## src/rtl/riscv_pkg.sv

```systemverilog
// Shared RV32 definitions for the execute-stage datapath: word width, divider
// FSM states and the M-extension funct3 codes used by the decoder.
package riscv_pkg;

   localparam int XLEN  = 32;
   localparam int CNT_W = $clog2(XLEN);

   typedef enum logic [1:0] {
      IDLE   = 2'd0,
      RUN    = 2'd1,
      FINISH = 2'd2
   } div_state_e;

   // The decoder derives is_signed and the quotient/remainder select from these
   localparam logic [2:0] F3_DIV  = 3'b100;
   localparam logic [2:0] F3_DIVU = 3'b101;
   localparam logic [2:0] F3_REM  = 3'b110;
   localparam logic [2:0] F3_REMU = 3'b111;

endpackage

```

## src/rtl/seq_divider_div_step.sv

```systemverilog
// One restoring-division iteration: shift the next dividend bit into the
// partial remainder and subtract the divisor when it fits.
module div_step
   import riscv_pkg::*;
(
   input  logic [XLEN-1:0] i_r,
   input  logic            i_q_msb,
   input  logic [XLEN-1:0] i_divisor,
   output logic [XLEN-1:0] o_r,
   output logic            o_q_bit
);

   logic [XLEN:0] w_shift;
   logic [XLEN:0] w_t;

   // The remainder stays below the divisor, so the shifted value needs one
   // extra bit and the subtract result always fits back into XLEN bits.
   assign w_shift = {i_r, i_q_msb};
   assign w_t     = w_shift + ~{1'b0, i_divisor} + {{XLEN{1'b0}}, 1'b1};
   assign o_q_bit = ~w_t[XLEN];
   assign o_r     = o_q_bit ? w_t[XLEN-1:0] : w_shift[XLEN-1:0];

endmodule

```

## src/rtl/seq_divider.sv

```systemverilog
// Multi-cycle restoring divider for RV32M DIV/DIVU/REM/REMU: one quotient bit
// per clock, with divide-by-zero and signed overflow resolved at capture.
module seq_divider
   import riscv_pkg::*;
(
   input  logic            clk,
   input  logic            rst,
   input  logic            start,
   input  logic            is_signed,
   input  logic [XLEN-1:0] dividend,
   input  logic [XLEN-1:0] divisor,
   output logic            busy,
   output logic            done,
   output logic [XLEN-1:0] quotient,
   output logic [XLEN-1:0] remainder
);

   localparam logic [XLEN-1:0] INT_MIN = {1'b1, {(XLEN-1){1'b0}}};

   div_state_e       r_state;
   div_state_e       w_state_next;
   logic [CNT_W-1:0] r_count;
   logic [XLEN-1:0]  r_rem;
   logic [XLEN-1:0]  r_quo;
   logic [XLEN-1:0]  r_dvs;
   logic             r_neg_q;
   logic             r_neg_r;
   logic             r_done;
   logic [XLEN-1:0]  r_quotient;
   logic [XLEN-1:0]  r_remainder;

   logic             w_div_zero;
   logic             w_overflow;
   logic             w_neg_a;
   logic             w_neg_b;
   logic [XLEN-1:0]  w_abs_a;
   logic [XLEN-1:0]  w_abs_b;
   logic [XLEN-1:0]  w_r_next;
   logic             w_q_bit;

   assign w_div_zero = (divisor == '0);
   assign w_overflow = is_signed && (dividend == INT_MIN) && (divisor == '1);
   assign w_neg_a    = is_signed && dividend[XLEN-1];
   assign w_neg_b    = is_signed && divisor[XLEN-1];
   assign w_abs_a    = w_neg_a ? (~dividend + 1'b1) : dividend;
   assign w_abs_b    = w_neg_b ? (~divisor + 1'b1) : divisor;

   div_step u_step (
      .i_r       (r_rem),
      .i_q_msb   (r_quo[XLEN-1]),
      .i_divisor (r_dvs),
      .o_r       (w_r_next),
      .o_q_bit   (w_q_bit)
   );

   always_ff @(posedge clk or posedge rst) begin
      if (rst) r_state <= IDLE;
      else     r_state <= w_state_next;
   end

   always_comb begin
      w_state_next = r_state;
      case (r_state)
         IDLE: begin
            if (start) w_state_next = (w_div_zero || w_overflow) ? FINISH : RUN;
         end
         RUN: begin
            if (r_count == CNT_W'(XLEN-1)) w_state_next = FINISH;
         end
         FINISH:  w_state_next = IDLE;
         default: w_state_next = IDLE;
      endcase
   end

   // Special cases preload the final result and clear the negate flags so the
   // FINISH correction passes them through untouched.
   always_ff @(posedge clk or posedge rst) begin
      if (rst) begin
         r_count     <= '0;
         r_rem       <= '0;
         r_quo       <= '0;
         r_dvs       <= '0;
         r_neg_q     <= 1'b0;
         r_neg_r     <= 1'b0;
         r_done      <= 1'b0;
         r_quotient  <= '0;
         r_remainder <= '0;
      end else begin
         r_done <= 1'b0;
         case (r_state)
            IDLE: begin
               if (start) begin
                  r_count <= '0;
                  r_dvs   <= w_abs_b;
                  if (w_div_zero) begin
                     r_quo   <= '1;
                     r_rem   <= dividend;
                     r_neg_q <= 1'b0;
                     r_neg_r <= 1'b0;
                  end else if (w_overflow) begin
                     r_quo   <= INT_MIN;
                     r_rem   <= '0;
                     r_neg_q <= 1'b0;
                     r_neg_r <= 1'b0;
                  end else begin
                     r_quo   <= w_abs_a;
                     r_rem   <= '0;
                     r_neg_q <= w_neg_a ^ w_neg_b;
                     r_neg_r <= w_neg_a;
                  end
               end
            end
            RUN: begin
               r_rem   <= w_r_next;
               r_quo   <= {r_quo[XLEN-2:0], w_q_bit};
               r_count <= r_count + 1'b1;
            end
            FINISH: begin
               r_quotient  <= r_neg_q ? (~r_quo + 1'b1) : r_quo;
               r_remainder <= r_neg_r ? (~r_rem + 1'b1) : r_rem;
               r_done      <= 1'b1;
            end
            default: ;
         endcase
      end
   end

   assign busy      = (r_state != IDLE);
   assign done      = r_done;
   assign quotient  = r_quotient;
   assign remainder = r_remainder;

endmodule
```

## config.mk

```make
export PLATFORM = sky130hd
export DESIGN_NAME = seq_divider
export DESIGN_NICKNAME = d
export VERILOG_FILES = /design/src/rtl/riscv_pkg.sv /design/src/rtl/seq_divider_div_step.sv /design/src/rtl/seq_divider.sv
export SDC_FILE = /design/constraint.sdc
export NUM_CORES = 1
export LEC_CHECK = 0
export ABC_AREA = 0
export BUFFER_PORTS_ARGS = -buffer_cell sky130_fd_sc_hd__buf_2
export CAP_MARGIN = 10
export CORE_UTILIZATION = 55
export DETAILED_ROUTE_END_ITERATION = 12
export HOLD_SLACK_MARGIN = 0.03
export PLACE_DENSITY = 0.76
export SLEW_MARGIN = 0
export SYNTH_ARGS = -nofsm -noshare
export SYNTH_HDL_FRONTEND = slang
export SYNTH_SLANG_ARGS = --single-unit
```

## constraint.sdc

```tcl
create_clock -name clk -period 6.35 [get_ports clk]
set_input_delay 0.9525 -clock clk [delete_from_list [all_inputs] [get_ports clk]]
set_output_delay 0.9525 -clock clk [all_outputs]
set_load 0.02 [all_outputs]
```

# Yosys cells after proc, flatten, opt, wreduce, memory -nomap -nowiden
# Cells that the tools add are included.
[classes] n_addsub=7 n_eq_ne=7 mux=23 bitwise_logic=7 n_reduce_logical=12
[ops] op="32-bit two-way mux" n=10
[ops] op="32-bit by 1-bit adder with 32-bit output (second input constant)" n=4
[ops] op="32-bit inverter" n=4
[ops] op="32-bit one-hot mux with 2 select lines" n=2
[ops] op="32-bit == test (second input constant)" n=2
[ops] op="33-bit by 1-bit adder with 33-bit output (second input constant)" n=1
[ops] op="33-bit adder" n=1
[ops] op="32-bit inverter with 33-bit output" n=1
[ops] op="32-bit logical NOT" n=1
[ops] op="5-bit one-hot mux with 2 select lines" n=1
[ops] op="2-bit two-way mux" n=3
[ops] op="2-bit AND reduction" n=3
[ops] op="5-bit by 1-bit adder with 5-bit output (second input constant)" n=1
[ops] op="5-bit == test (second input constant)" n=1
[ops] op="1-bit two-way mux" n=5
[ops] op="5-bit two-way mux" n=1
[ops] op="1-bit logical AND" n=4
[ops] op="2-bit inequality test (second input constant)" n=2
[ops] op="2-bit one-hot mux with 2 select lines" n=1
[ops] op="2-bit nonzero test" n=2
[ops] op="2-bit by 1-bit == test with 1-bit output (second input constant)" n=1
[ops] op="2-bit == test (second input constant)" n=1
[ops] op="2-bit logical NOT" n=1
[ops] op="1-bit logical OR" n=1
[ops] op="2 further kinds" n=2
[totals] ff_bits=170 inputBits=68 output_inout_bits=66 word_cells=66

# Logic depth before layout (Yosys ltp)
# Gate-level depths: netlist of the first run.
[depth] ltp_word=7 mapped_depth=13 ltp_nobuf=12

# Modules after synthesis
# From an unflattened synthesis of the first run, not the netlist that was laid out.
[unflattened] hier_cells=1368 hier_area_um2=11810.1
[by_module_without_submodules] mod="seq_divider" n_inst=1 cells_each=1062 area_per_inst_um2=9444.1 seq_area_each_um2=4254.1
[by_module_without_submodules] mod="div_step" n_inst=1 cells_each=306 area_per_inst_um2=2366.0 seq_area_each_um2=0.0

# Worst setup path after synthesis of the first run
# OpenSTA, ideal clock, no wires.
[synth_timing] path_kind="input to register" start="input port divisor[2]" end="register r_rem[3]" setup_time_ps=65 arrival_time_ps=3470 t_required_ps=6285 path_slack_ps=2815 cell_stages=9 n_path_buf=1 cell_sequence="nor4_1 > and4_1 > nand3_1 > or4_1 > nor4_1 > clkbuf_1 > a21oi_1 > o21ai_0 > o21a_1"
[synth_via] elab_chain_len=4
[synth_lines] item="start: declaration" line_no="seq_divider.sv:11" source="input logic [XLEN-1:0] divisor,"
[synth_lines] item="32-bit logical NOT" line_no="seq_divider.sv:41" source="assign w_div_zero = (divisor == '0);"
[synth_lines] item="32-bit two-way mux" line_no="seq_divider.sv:95" source="if (w_div_zero) begin"
[synth_lines] item="32-bit two-way mux" line_no="seq_divider.sv:92" source="if (start) begin"
[synth_lines] item="32-bit one-hot mux with 2 select lines" line_no="seq_divider.sv:90" source="case (r_state)"
[synth_lines] item="end signal: assignment" line_no="seq_divider.sv:97" source="r_rem <= dividend;"
[synth_lines] item="end signal: assignment" line_no="seq_divider.sv:114" source="r_rem <= w_r_next;"
[synth_lines] item="end: declaration" line_no="seq_divider.sv:23" source="logic [XLEN-1:0] r_rem;"
# No other way between the ends. The select of a mux whose other input is x is not followed.
# A chain may end at the register's enable or synchronous reset.

# Final worst setup path of the first run
[layout_timing] start="register r_quo[31]" end="register r_rem[9]"
[layout_via] elab_chain_len=4
[layout_lines] item="start: declaration" line_no="seq_divider.sv:24" source="logic [XLEN-1:0] r_quo;"
[layout_lines] item="start signal: assignment" line_no="seq_divider.sv:106" source="r_quo <= w_abs_a;"
[layout_lines] item="start signal: assignment" line_no="seq_divider.sv:115" source="r_quo <= {r_quo[XLEN-2:0], w_q_bit};"
[layout_lines] item="33-bit adder" line_no="seq_divider_div_step.sv:19" source="assign w_t = w_shift + ~{1'b0, i_divisor} + {{XLEN{1'b0}}, 1'b1};"
[layout_lines] item="33-bit by 1-bit adder with 33-bit output" line_no="seq_divider_div_step.sv:19"
[layout_lines] item="32-bit two-way mux" line_no="seq_divider_div_step.sv:21" source="assign o_r = o_q_bit ? w_t[XLEN-1:0] : w_shift[XLEN-1:0];"
[layout_lines] item="32-bit one-hot mux with 2 select lines" line_no="seq_divider.sv:90"
# No other way between the ends.

==> metrics.md, run 1 <==
| Metric | Value |
|---|---|
| Count of hold buffers inserted by post-cts repair | 0 |
| Worst EP arrival | ~4600 ps |
| Leading cell types in the layout, fill and taps excluded | 179 x sky130_fd_sc_hd__nand2_1, 177 x sky130_fd_sc_hd__o21ai_0, 170 x sky130_fd_sc_hd__dfrtp_1 |
| Number of global-route vias before repair | between 9000 and 10000 |
| Part of the total power dissipated in the clock network | 0.141 |
| Pre-Repair DR Iteration Count | 6 |
| Area share of xor/xnor cells in the synthesized design | 0.1094 |
| Remaining antenna violation count | 0 |
| Internal reg-to-reg setup slack | around 2100 ps |
| Final weighted congestion of routability-driven global placement | approximately 0.94 |
| Sequential cell area | ~4300 sq um |
| Static leakage power | ~5.7 nW |
| Cell internal pwr | 0.003897 W |
| Half-perimeter wire length of the detailed placement result | roughly 25000 um |
| Number of cells in the finished layout apart from fillers | 1780 |
| Post-synth top area share | 0.3664 |
| Sequential group share of total power | 0.272 |
| Synth Area in Compound Gates | 0.2481 |
| DP Cell Count | between 1500 and 2000 |
| Final max-slew violation count | 0 |
| Synth Cell Area | roughly 12000 sq um |
| Slew @ Worst Pin | about 1100 ps |
| Status | completed |
| Wire length of the first global-routing pass | 53540 um |
| Most frequently used flop master after synthesis | sky130_fd_sc_hd__dfrtp_1 |
| Area of combinational cells with multiple inputs | about 6900 sq um |
| Register-to-Register Path Depth | 13 |
| Fraction of power spent switching nets | 0.4782 |
| Reg-to-reg critical path startpoint | r_quo[31]$_DFFE_PP0P_ |
| Post-synthesis sequential area ratio | 0.3664 |
| Pin count of the biggest net entering global routing | ~110 |
| Mean post-synth cell area | roughly 8.2 sq um |
| Die footprint | around 22000 sq um |
| Launch point of the worst hold path | quotient[26]$_DFFE_PP0P_ |
| Simple-gate share of the synthesized area | 0.1649 |
| Remaining DRCs | 0 |
| Number of resized instances in the post-cts repair step | 0 |
| Biggest area consumer among synthesized cells | sky130_fd_sc_hd__dfrtp_1 |
| Total Power | 0.007468 W |
| Gate count after technology mapping | between 1000 and 1500 |
| Number of library cell types mapped by synthesis | between 50 and 60 |
| Worst hold path type | reg2reg |
| Effective utilization at floorplan | 0.5665 |
| Number of vias in the routed layout | between 10000 and 15000 |
| Fin crit period | ~4300 ps |
| Worst Setup End Kind | flop |
| Clock sinks | 170 |
| Die extent in x | 147.3 um |
| Synthesis-to-finish area growth | 12.33% |
| Drt initial violations | 1120 |
| Smallest hold slack | about 470 ps |
| CTS root buffer | sky130_fd_sc_hd__clkbuf_16 |
| Least setup slack across all paths after layout | around 2100 ps |
| PortBufs | 133 |
| Number of fill cells | ~1800 |
| Combinational cell fraction of total power | 0.588 |
| Max FO, Critical Path | 22 |
| Antenna diode count | 0 |
| Post-synth EDFFs | 0 |
| Max-cap violation count | 0 |
| Core outline area | 20490 sq um |
| Remaining Overflow, GRT | 0 |
| Total Routing Usage GR | 0.3140 |
| IO Count | around 130 |
| Worst IR drop on VDD | approximately 0.00030 V |
| Setup violators final | 0 |
| Hold path cells | 2 |
| Main area contributors after synthesis | sky130_fd_sc_hd__dfrtp_1 37%, sky130_fd_sc_hd__o21ai_0 7.7%, sky130_fd_sc_hd__xor2_1 7.3% |
| Number of buffers on the longest clock path | 2 |
| Clock Latency Late Sink | about 440 ps |
| Synthesized net count | ~1500 |
| Adder-cell share of the synthesized area | 0.04375 |
| Detail-routed net length per standard cell | 18.78 um |
| Via density per instance | between 6 and 7 |
| Number of antenna violations at the first check in global routing | 0 |
| Clock tree from TritonCTS | built |
| Setup Total Neg Slack | 0 ps |
| Final Hold Viols | 0 |
| Wire length after detailed routing | 33430 um |
| Fraction of registers with async set/reset | 1.000 |
| Most frequent standard cell in the layout excluding fill and tap cells | sky130_fd_sc_hd__nand2_1 |
| NumNets Final | between 1500 and 2000 |
| Max Clock Freq | around 0.23 GHz |
| Fraction of synthesized area in multiplexers | 0.02328 |
| Total setup buffers inserted after CTS | 0 |
| Unrepaired setup endpoints after global routing | no |
| Pre-CTS setup slack | roughly 2000 ps |
| Die Y-Extent | 147.3 um |
| Worst relative slew slack | 0.2323 |
| Required time at the endpoint of the critical path | between 6000 and 7000 ps |
| Final period utilization | 0.6714 |
| Path type of the worst setup path | reg2reg |
| Endpoint of the worst hold-timing path | quotient[26]$_DFFE_PP0P_ |
| Sw power | roughly 0.0036 W |
| Share of cells above drive strength 1 | 0.1344 |
| Worst Setup Start Kind | flop |
| Count of standard-cell rows | 52 |
| Number of buffers added by the clock tree synthesis step | 17 |
| Level count of the clock H-tree | 4 |
| Synthesized flop and latch total | between 150 and 200 |
| Cell Pwr Density | ~570 nW/um^2 |
| Count of synthesis-stage warnings from yosys | 0 |
| Endpoint of the worst-slack reg-to-reg timing path | r_rem[9]$_DFFE_PP0P_ |
| Main combinational cell family by area after synthesis | compound AO/OA/AOI/OAI gates |
| Worst setup skew after layout | between 10 and 15 ps |
| Clock input transition at the sequential cells of the worst setup and hold paths | approximately 70 ps |
==> cell usage after synthesis, types with 3 or more instances <==
master and n:
sky130_fd_sc_hd__nand2_1 180, sky130_fd_sc_hd__o21ai_0 178, sky130_fd_sc_hd__dfrtp_1 170, sky130_fd_sc_hd__a21oi_1 126, sky130_fd_sc_hd__xor2_1 97, sky130_fd_sc_hd__nor2_1 77, sky130_fd_sc_hd__clkbuf_1 70, sky130_fd_sc_hd__inv_1 56
sky130_fd_sc_hd__xnor2_1 48, sky130_fd_sc_hd__ha_1 39, sky130_fd_sc_hd__o22ai_1 37, sky130_fd_sc_hd__o31ai_1 33, sky130_fd_sc_hd__mux2i_1 27, sky130_fd_sc_hd__o21a_1 26, sky130_fd_sc_hd__nor3_1 23, sky130_fd_sc_hd__or3_1 21
sky130_fd_sc_hd__a211oi_1 17, sky130_fd_sc_hd__nand4_1 15, sky130_fd_sc_hd__nand3_1 14, sky130_fd_sc_hd__nor4_1 14, sky130_fd_sc_hd__or4_1 14, sky130_fd_sc_hd__nand2b_1 12, sky130_fd_sc_hd__o41ai_1 12, sky130_fd_sc_hd__a21o_1 11
sky130_fd_sc_hd__a31oi_1 10, sky130_fd_sc_hd__and3_1 7, sky130_fd_sc_hd__buf_1 7, sky130_fd_sc_hd__o31a_1 7, sky130_fd_sc_hd__nor2b_1 6, sky130_fd_sc_hd__or2_2 5, sky130_fd_sc_hd__o21ai_1 4, sky130_fd_sc_hd__a2111oi_0 3
sky130_fd_sc_hd__a221oi_1 3, sky130_fd_sc_hd__a22o_1 3, sky130_fd_sc_hd__a22oi_1 3, sky130_fd_sc_hd__and2_1 3, sky130_fd_sc_hd__buf_2 3, sky130_fd_sc_hd__o21ai_2 3
==> metal layers <==
metal,track usage,share of wire,up-vias
met5,0,0,-
met4,0.09536,0.020,0
met3,0.04845,0.078,47
met2,0.4689,0.44,469
met1,0.4667,0.46,5216
li1,-,-,5237
==> state kept, by name, summed over array words and instances (netlist names) <==
name,cells
r_neg_q,1
r_neg_r,1
done,1
r_quo,32
r_rem,32
r_count,5
r_dvs,32
r_state,2
quotient,32
remainder,32
==> power by group through the flow <==
| stage | logic, W | registers (W) | clock network (W) |
|---|---|---|---|
| 4_1_cts | 0.00432 | 0.00200 | 0.00105 |
| 5_1_grt | 0.00486 | 0.00208 | 0.00110 |
| 3_5_place_dp | 0.00428 | 0.00202 | 0 |
| 6_report | 0.00439 | 0.00203 | 0.00105 |
| 2_1_floorplan | 0.00340 | 0.00184 | 0 |
| 3_3_place_gp | 0.00425 | 0.00200 | 0 |
==> kinds of logic after synthesis <==
logic type / count (synthesis)
compound gates: 487
xor+xnor: 145
fa+ha+maj: 40
buf+inv: 136
simple gates: 406
flops: 170
mux: 27
==> worst max-delay path, stage by stage (launching register included) <==
cell and delay [ps]:
sky130_fd_sc_hd__dfrtp_1 420, sky130_fd_sc_hd__inv_1 80, sky130_fd_sc_hd__ha_1 210, sky130_fd_sc_hd__fa_1 390
sky130_fd_sc_hd__nand2b_1 180, sky130_fd_sc_hd__a21oi_1 270, sky130_fd_sc_hd__o21a_1 250, sky130_fd_sc_hd__o21ai_0 160
sky130_fd_sc_hd__a21o_1 240, sky130_fd_sc_hd__a211oi_4 950, sky130_fd_sc_hd__buf_4 480, sky130_fd_sc_hd__mux2i_1 250
sky130_fd_sc_hd__o21ai_0 120, sky130_fd_sc_hd__o21a_1 140
==> layout make-up <==
cell class | instances | area share
Timing Repair Buffer | 147 | 0.05909
Multi-Input combinational cell | 1105 | 0.5282
Tap cell | 270 | 0.02590
Clock inverter | 13 | 0.01017
Clock buffer | 19 | 0.03396
Sequential cell | 170 | 0.3262
Inverter | 56 | 0.01650
==> worst max path at each step <==
stage                                startpoint              endpoint
after floorplan                             rst        done$_DFF_PP0_
after global placement               divisor[2]  r_quo[4]$_DFFE_PP0P_
after detailed placement             divisor[2]  r_quo[3]$_DFFE_PP0P_
after CTS                 r_quo[31]$_DFFE_PP0P_  r_rem[9]$_DFFE_PP0P_
after global routing      r_quo[31]$_DFFE_PP0P_  r_rem[9]$_DFFE_PP0P_
final                     r_quo[31]$_DFFE_PP0P_  r_rem[9]$_DFFE_PP0P_
==> through the flow <==
stage	util	cell area [sq um]
4_1_cts	0.6364	13040
3_3_place_gp	0.6083	12470
2_1_floorplan	-	11610
5_1_grt	0.6364	13040
3_5_place_dp	0.6083	12470
6_report	0.6364	13040
Power figures use the tool's default switching activity.
==> run 2: changes to the inputs <==
- CORE_UTILIZATION: 55 -> 54
- PLACE_DENSITY: 0.76 -> 0.78
- clock period: 6.35 -> 3.64 ns (I/O delays scaled with it)
==> metrics.md, run 2 (synthesis results as in run 1) <==
| Metric | Value |
|---|---|
| Setup violators final | 0 |
| Total Routing Usage GR | 0.3199 |
| Pin count of the biggest net entering global routing | between 150 and 200 |
| Dominant cell type by count on the critical path | sky130_fd_sc_hd__or4_4 |
| Count of hold buffers inserted by post-cts repair | 0 |
| Fin crit period | around 3500 ps |
| Worst EP arrival | between 3000 and 4000 ps |
| Die Y-Extent | about 150 um |
| Number of vias in the routed layout | 11238 |
| Static leakage power | between 5 and 6 nW |
| Setup Total Neg Slack | 0 ps |
| Required time at the endpoint of the critical path | between 3000 and 4000 ps |
| Pre-Repair DR Iteration Count | 6 |
| IO Count | roughly 130 |
| Number of resized instances in the post-cts repair step | 0 |
| Unrepaired setup endpoints after global routing | no |
| Number of global-route vias before repair | 10518 |
| NumNets Final | around 1600 |
| Worst setup skew after layout | 12.36 ps |
| Status | completed |
| Final Hold Viols | 0 |
| Smallest hold slack | 364.7 ps |
| Number of antenna violations at the first check in global routing | 0 |
| Worst hold path type | in2async |
| Worst IR drop on VDD | about 0.00055 V |
| Drt initial violations | roughly 1200 |
| Critical path's slowest cell | sky130_fd_sc_hd__or4_4 |
| Max FO, Critical Path | 6 |
| Wire length of the first global-routing pass | between 50000 and 60000 um |
| Top delay family on crit path | simple AND/OR/NAND/NOR gates |
| Clock tree from TritonCTS | built |
| Cell Pwr Density | slightly above 1000 nW/um^2 |
| Max-cap violation count | 0 |
| Number of buffers added by the clock tree synthesis step | 17 |
| Clock Latency Late Sink | 430 ps |
| Effective utilization at floorplan | 0.5523 |
| Wire length after detailed routing | 34510 um |
| Worst Setup End Kind | flop |
| Most frequent standard cell in the layout excluding fill and tap cells | sky130_fd_sc_hd__nand2_1 |
| Count of standard-cell rows | 53 |
| Final weighted congestion of routability-driven global placement | around 0.95 |
| Internal reg-to-reg setup slack | ~190 ps |
| Via density per instance | around 6.2 |
| Remaining Overflow, GRT | 0 |
| Slew @ Worst Pin | roughly 1100 ps |
| Reg-to-reg critical path startpoint | r_rem[0]$_DFFE_PP0P_ |
| Die extent in x | 148.6 um |
| Half-perimeter wire length of the detailed placement result | between 20000 and 30000 um |
| Detail-routed net length per standard cell | 19.02 um |
| Path type of the worst setup path | reg2reg |
| Number of buffers on the longest clock path | 2 |
| Synthesis-to-finish area growth | 14.83% |
| Remaining antenna violation count | 0 |
| Number of buffers and inverters on the critical path | 1 |
| Worst relative slew slack | 0.2859 |
| Level count of the clock H-tree | 4 |
| Antenna diode count | 0 |
| CTS root buffer | sky130_fd_sc_hd__clkbuf_16 |
| PortBufs | around 130 |
| Max Clock Freq | around 0.29 GHz |
| Worst Setup Start Kind | flop |
| Crit path largest cell delay | 490 ps |
| Clock sinks | 170 |
| Die footprint | 22090 sq um |
| Final max-slew violation count | 0 |
| Clock input transition at the sequential cells of the worst setup and hold paths | approximately 70 ps |
| Leading cell types in the layout, fill and taps excluded | 179 x sky130_fd_sc_hd__nand2_1, 177 x sky130_fd_sc_hd__o21ai_0, 170 x sky130_fd_sc_hd__dfrtp_1 |
| Core outline area | between 20000 and 25000 sq um |
| Endpoint of the worst-slack reg-to-reg timing path | remainder[22]$_DFFE_PP0P_ |
| Register-to-Register Path Depth | 10 |
| Cells traversed along the worst timing path | inv_1, ha_1, or3b_4, or4_4, or3_1, or3_4, or4_4, o21ai_2, xor2_1, o21ai_1 |
| Remaining DRCs | 0 |
| Share of cells above drive strength 1 | 0.1519 |
| Final period utilization | 0.9479 |
| Total setup buffers inserted after CTS | 0 |
==> run 2: cell count changes in the layout (fill, tap and decap cells not counted), moves of 2 or more <==
cell and delta:
sky130_fd_sc_hd__buf_4 +28, sky130_fd_sc_hd__inv_8 -2, sky130_fd_sc_hd__a2111oi_2 +2, sky130_fd_sc_hd__a2111oi_0 -2
sky130_fd_sc_hd__inv_6 -4, sky130_fd_sc_hd__buf_12 +3, sky130_fd_sc_hd__clkinvlp_4 +2
==> run 2: power breakdown <==
group          total (W)  switching [W]  internal (W)
logic            0.00824        0.00472       0.00352
registers        0.00342       0.000831       0.00259
clock network    0.00183       0.000789       0.00104
total             0.0135        0.00634       0.00716
==> run 2: area by class of cell <==
| class | instances | area, sq um |
|---|---|---|
| fillers | 1821 | 7689 |
| multi-input cells | 1105 | 6902 |
| flip-flops and latches | 170 | 4254 |
| repair buffers | 178 | 1041 |
| clock buffers | 21 | 460.4 |
| well taps | 275 | 344.1 |
| inverters | 56 | 214.0 |
| clock inverters | 10 | 117.6 |
==> run 2: worst register-to-register path, delay by kind of cell, from the launching register on <==
family / cells / cell delay (ps)
fa+ha+maj: 1 / 220
xor+xnor: 1 / 190
buf+inv: 1 / 170
simple gates: 5 / 2050
compound gates: 2 / 240
flops: 1 / 430
==> run 2: per-layer routing <==
metal	wire length, um	vias to the layer above	track usage
li1	-	5279	-
met1	15140	5324	0.4540
met2	15110	564	0.4815
met3	3343	71	0.06687
met4	914	0	0.1124
met5	0	-	0
==> run 2: metrics by stage <==
stage | std cells | power, W | instance area (sq um) | worst slack, ps | util
4_1_cts | 1815 | 0.01330 | 13320 | 46.99 | 0.6337
3_3_place_gp | 1784 | 0.01124 | 12740 | 130.9 | 0.6062
5_1_grt | 1815 | 0.01451 | 13330 | 0.4823 | 0.6342
6_report | 1815 | 0.01350 | 13330 | 189.5 | 0.6342
2_1_floorplan | 1411 | 0.009142 | 11610 | 325.5 | -
3_5_place_dp | 1784 | 0.01141 | 12740 | 74.36 | 0.6062
==> run 2: worst max-delay path by stage <==
stage	start	to	slack [ps]	cells past startpoint
CTS	r_rem[6]$_DFFE_PP0P_	r_rem[27]$_DFFE_PP0P_	50	11
global placement	r_rem[6]$_DFFE_PP0P_	r_rem[27]$_DFFE_PP0P_	130	11
detailed placement	r_rem[6]$_DFFE_PP0P_	r_rem[27]$_DFFE_PP0P_	70	11
finish	r_rem[0]$_DFFE_PP0P_	remainder[22]$_DFFE_PP0P_	190	10
floorplan	r_rem[2]$_DFFE_PP0P_	remainder[22]$_DFFE_PP0P_	330	9
global route	r_rem[6]$_DFFE_PP0P_	r_rem[3]$_DFFE_PP0P_	0.5	11
